<file path="src/rtl/mixer_bus.sv">
// mixer_bus: N-channel gain/mute/solo summing mixer with a 3-cycle pipeline and saturating output.
// Define MIXER_RAMP_EN to step each channel gain by one unit per frame instead of jumping.
module mixer_bus #(
    parameter int WIDTH     = 16,
    parameter int CHANNELS  = 4,
    parameter int VOL_BITS  = 4,
    parameter int OUT_WIDTH = 16
) (
    input  logic                          clk_in,
    input  logic                          rst_in,
    input  logic                          valid_in,
    input  logic [CHANNELS*WIDTH-1:0]     data_dry,
    input  logic [CHANNELS*VOL_BITS-1:0]  volume,
    input  logic [CHANNELS-1:0]           mute,
    input  logic [CHANNELS-1:0]           solo,
    input  logic                          clip_clr,
    output logic signed [OUT_WIDTH-1:0]   data_wet,
    output logic                          valid_out,
    output logic                          clip
);
    localparam int PW = WIDTH + VOL_BITS + 1;
    localparam int SW = PW + $clog2(CHANNELS);
    localparam int CW = (SW > OUT_WIDTH ? SW : OUT_WIDTH) + 1;
    localparam logic signed [CW-1:0] MAX_V = {{(CW-OUT_WIDTH+1){1'b0}}, {(OUT_WIDTH-1){1'b1}}};
    localparam logic signed [CW-1:0] MIN_V = ~MAX_V;

    logic [VOL_BITS-1:0]   t_w [CHANNELS];
    logic [VOL_BITS-1:0]   g_q [CHANNELS];
    logic [VOL_BITS-1:0]   g_d [CHANNELS];
    logic signed [PW-1:0]  p_q [CHANNELS];
    logic signed [PW-1:0]  p_d [CHANNELS];
    logic signed [SW-1:0]  sum_q, sum_d;
    logic signed [CW-1:0]  s_w;
    logic signed [OUT_WIDTH-1:0] wet_d;
    logic                  v1_q, v2_q, solo_any, hit;

    assign solo_any = |solo;

    // Products use the gain held before this frame's update; the new gain applies to the next frame.
    always_comb begin
        sum_d = '0;
        for (int c = 0; c < CHANNELS; c++) begin
            t_w[c] = (solo_any ? solo[c] : !mute[c]) ? volume[c*VOL_BITS +: VOL_BITS] : '0;
`ifdef MIXER_RAMP_EN
            g_d[c] = g_q[c] < t_w[c] ? g_q[c] + VOL_BITS'(1) :
                     g_q[c] > t_w[c] ? g_q[c] - VOL_BITS'(1) : g_q[c];
`else
            g_d[c] = t_w[c];
`endif
            p_d[c] = PW'($signed(data_dry[c*WIDTH +: WIDTH])) * PW'($signed({1'b0, g_q[c]}));
            sum_d  = sum_d + SW'(p_q[c]);
        end
    end

    always_comb begin
        s_w   = CW'(sum_q >>> (VOL_BITS-1));
        hit   = (s_w > MAX_V) || (s_w < MIN_V);
        wet_d = s_w > MAX_V ? MAX_V[OUT_WIDTH-1:0] :
                s_w < MIN_V ? MIN_V[OUT_WIDTH-1:0] : s_w[OUT_WIDTH-1:0];
    end

    always_ff @(posedge clk_in) begin
        if (rst_in) begin
            for (int c = 0; c < CHANNELS; c++) g_q[c] <= '0;
            v1_q      <= 1'b0;
            v2_q      <= 1'b0;
            valid_out <= 1'b0;
            data_wet  <= '0;
            clip      <= 1'b0;
        end else begin
            if (valid_in) begin
                g_q <= g_d;
                p_q <= p_d;
            end
            v1_q      <= valid_in;
            v2_q      <= v1_q;
            sum_q     <= sum_d;
            valid_out <= v2_q;
            if (v2_q) data_wet <= wet_d;
            clip <= (v2_q && hit) || (clip && !clip_clr);
        end
    end
endmodule

</file>
<file path="config.mk">
export PLATFORM = sky130hd
export DESIGN_NAME = mixer_bus
export DESIGN_NICKNAME = d
export VERILOG_FILES = /design/src/rtl/mixer_bus.sv
export SDC_FILE = /design/constraint.sdc
export NUM_CORES = 1
export LEC_CHECK = 0
export BUFFER_PORTS_ARGS = -buffer_cell sky130_fd_sc_hd__buf_2
export CORE_ASPECT_RATIO = 1.1
export CORE_UTILIZATION = 40
export DETAILED_ROUTE_END_ITERATION = 8
export GPL_ROUTABILITY_DRIVEN = 0
export MAX_ROUTING_LAYER = met4
export PLACE_DENSITY_LB_ADDON = 0.2
export SETUP_SLACK_MARGIN = 0.5
export SYNTH_ARGS = -nofsm -noshare
export SYNTH_HDL_FRONTEND = slang
export SYNTH_SLANG_ARGS = --single-unit
</file>
<file path="constraint.sdc">
create_clock -name clk_in -period 13.4 [get_ports clk_in]
set_input_delay 3.35 -clock clk_in [delete_from_list [all_inputs] [get_ports clk_in]]
set_output_delay 3.35 -clock clk_in [all_outputs]
set_load 0.005 [all_outputs]
</file>
Word-level counts from Yosys, hierarchy flattened
Cells that the tools add are included.

word-level totals
  flip-flop bits (word level) = 143
  bits of input ports = 92
  output and inout port bits = 18
  word-level logic and storage cells = 45

operators by class
  add/subtract/negate cells = 3
  multiply operators = 4
  $lt $le $gt $ge = 2
  multiplexer cells = 10
  bitwise gates (word level) = 1
  reduce and logical (&&, ||, !) cells = 11

operators by type and width
  cell                    count
  $mul A16 B5 Y21         4
  $mux W16                2
  $add A22 B21 Y23        1
  $add A23 B21 Y23        1
  $add A21 B21 Y22        1
  $gt A20 B16 Y1 const B  1
  $lt A20 B16 Y1 const B  1
  $mux W4                 4
  $logic_not A1 Y1        5
  $mux W1                 4
  $reduce_or A4 Y1        1
  $logic_and A1 B1 Y1     2
  $logic_or A1 B1 Y1      2
  $reduce_and A2 Y1       1
  $not A1 Y1              1

Longest topological paths before layout
  word-level depth = 4
  mapped depth = 17
  gate-level depth less buffers = 15

Least setup slack after synthesis
No wires, ideal clock.

  path type = input port to flip-flop
  start point = in valid_in
  end point = reg p_q[0] in the netlist's numbering (enable)
  library setup time = 0.536 ns
  data arrival time = 7.371 ns
  data required time = 12.864 ns
  setup slack = 5.493 ns
  stages = 2
  path buffers = 1
  cell sequence = clkbuf_1 > nor2b_1

between the ends
  cells in the longest elaborated chain, start to end = 1

RTL lines
  what                         line  RTL
  from (decl)                  11    input logic valid_in,
  $reduce_and A2 Y1 (no line)  --
  to (signal assigned)         73    p_q <= p_d;
  to (decl)                    30    logic signed [PW-1:0] p_q [CHANNELS];

No other way between the ends.
A chain may end at the register's enable or synchronous reset.

==> metrics <==
P_leak 9.266 nW; Total Routing Usage GR 17.92%; TritonRoute pass-1 iters 5; Crit path buffers/inverters 3; PortBufs 109; worst path cell trace buf_2 > and2_1 > ha_1 > fa_1 > inv_1 > fa_1 > inv_1 > ha_1 > a21o_1 > a21oi_1 > o21ai_1 > a21oi_1 > a21oi_1 > a221oi_1 > or3_1 > o211ai_1; placement row count 77; largest area contributor in the netlist fa_1; delay of the slowest critical-path stage 500 ps; Comb pwr share 32.4%; drt via density 4.846; initial antenna violation count 0; Starting Density 40.72%; most common library cells after synthesis 411 x inv_1, 202 x and2_1, 180 x ha_1; r2r startpoint g_q[14]$_SDFFE_PP0P_; Initial DRC Count 434; die area 0.04181 sq mm; Cell Pwr Density 86.79 mW/mm^2; multi-input logic area 0.01088 sq mm; CP max-delay cell fa_1; CTS buffer count 17; Post-synth EDFFs 104; CP Max Fanout 4; ANT nets after route 0; final slew viol count 0; Final Hold Viols 0; Worst VDD drop 0.00009700 V; via count 11630; final wirelength 34040 microns; sw power 543.9 uW; CTS tree yes; H-tree depth 4; Post-Syn Area 0.01640 sq mm; most common cell in the netlist inv_1; Clock Sinks 140; crit-path most repeated cell a21oi_1; Post-Syn Nets 2226; top post-synthesis cells by area fa_1 21%, edfxtp_1 19%, ha_1 14%; CTS clk-pin slew, worst paths 60 ps; Cells after Synth 1780; measured slew at the worst slew-check pin 1043 ps; Post-CTS Setup Inserts 0; sequential area share after synthesis 23.44%; top_reg_cell synth edfxtp_1; DR WL/cell 14.19 microns; setup slack after layout 6614 ps; post-synth cell types 63; Total Power 1.568 mW; # nets final 2319; Skew-Pair Late Insertion Delay 450 ps; RSZ-0062 raised after global routing no; first-pass GRT wire length 58150 microns; largest net degree at the start of global routing 85; Die Y 214.4 microns; yosys warns 0; total grt overflow 0; residual DRC count 0; fin crit share 50.64%; Setup TNS 0 ps; Syn Area/Cell 9.212 sq um; delay-heaviest family, CP adder cells; post-synth top area share 21.24%; Seq pwr share 36.8%; Reg area 0.003844 sq mm; Die X 195.1 microns; vias in the first global route 11790; worst hold margin 436.7 ps; pre-CTS setup slack 6150 ps; clk_skew 14.42 ps; Slew headroom 30.50%; CP Launch Point data_dry[4]; f_max 147.4 MHz; Crit. End Element flop; Hold Startpoint v1_q$_SDFF_PP0_; status completed; P_int 1.024 mW; final setup fails 0; # fillers 3986; HPWL Detailed 28150 microns; I/O pins 110; Clock Path Buffers 2; Post-CTS Resized 0; Startpoint Class input port; Hold Crit Class reg -> reg; fin util 44.85%; core area 0.04027 sq mm; critical path class in -> reg; #FFs+latches synth 140; CP required 13580 ps; n_diodes 0; area grow syn2layout 10.16%; cts hold-fix bufs 0; Net Sw Frac 34.70%; fin crit period 6786 ps; Clock power frac 30.9%; max capacitance violation total 0; share of synthesized flip-flops with an asynchronous set or reset 0%; share of cells above drive strength 1 8.271%; Critical Path AT 6960 ps; clk root buf clkbuf_16
==> cells in the final DEF (no fill, tap or decap), types with 3 or more instances in the layout <==
| cell type | count |
|---|---|
| o21a_1 | 22 |
| nand4_1 | 13 |
| nor2b_1 | 29 |
| nand3_1 | 12 |
| o31ai_1 | 3 |
| clkbuf_16 | 17 |
| o21ai_1 | 8 |
| a31o_2 | 3 |
| nand2_1 | 97 |
| o211ai_1 | 19 |
| nor4_1 | 8 |
| and2_1 | 202 |
| a21o_1 | 34 |
| nor4b_1 | 3 |
| and3_1 | 4 |
| o21bai_1 | 11 |
| a211o_1 | 3 |
| nor2_1 | 61 |
| xor2_1 | 24 |
| edfxtp_1 | 104 |
| ha_1 | 180 |
| a31oi_1 | 4 |
| a221o_1 | 4 |
| inv_1 | 411 |
| fa_1 | 174 |
| dfxtp_1 | 36 |
| inv_6 | 7 |
| buf_2 | 109 |
| nor3_1 | 15 |
| o21ai_0 | 25 |
| nand2b_1 | 29 |
| a311oi_1 | 3 |
| xnor2_1 | 62 |
| a21oi_1 | 101 |
==> sequential cells by signal (all words and copies together) (netlist names) <==
name       count
p_q           84
sum_q         20
data_wet      16
g_q           16
clip           1
v1_q           1
v2_q           1
valid_out      1
==> final cells by class <==
cell class	instances	area share (%)
sequential	140	21.28
multi-input combinational	1192	60.23
clock buffer	17	2.355
tap	513	3.553
timing repair buffer	111	3.103
inverter	411	8.541
clock inverter	15	0.9420
==> power by group through the flow <==
stage / clock network (mW) / logic (mW) / registers [mW]
floorplan: 0 / 0.388 / 0.572
global placement: 0 / 0.506 / 0.585
detailed placement: 0 / 0.510 / 0.587
CTS: 0.497 / 0.513 / 0.578
global route: 0.513 / 0.583 / 0.583
finish: 0.484 / 0.508 / 0.576
==> per-layer routing <==
metal,up-vias,part of all wire (%),GRT usage [%]
met1,5586,47,22.92
met4,0,1.1,3.806
met5,-,0,-
met2,172,49,29.98
met3,27,3.2,2.690
li1,5840,-,-
==> final timing paths <==
check,end,slack (ps),cells after the start
setup / recovery,p_q[82]$_DFFE_PP_,6610,16
hold / removal,v2_q$_SDFF_PP0_,440,1
setup reg to reg,p_q[83]$_DFFE_PP_,8920,15
hold reg to reg,v2_q$_SDFF_PP0_,440,1
==> kinds of logic (layout without fill, tap and decap cells) <==
| logic type | Yosys count | in the layout | share of synthesized area [%] |
|---|---|---|---|
| mux | 2 | 2 | 0.1221 |
| simple gates | 490 | 490 | 16.33 |
| compound gates | 260 | 260 | 10.28 |
| xor+xnor | 86 | 86 | 4.593 |
| buf+inv | 448 | 554 | 10.26 |
| flops | 140 | 140 | 23.44 |
| fa+ha+maj | 354 | 354 | 34.98 |
==> metrics by stage <==
stage | cells | area (sq um)
floorplan | 1780 | 16400
global placement | 2367 | 17470
detailed placement | 2367 | 17470
CTS | 2399 | 18060
global route | 2399 | 18060
finish | 2399 | 18060
(Power assumes the default switching activity.)
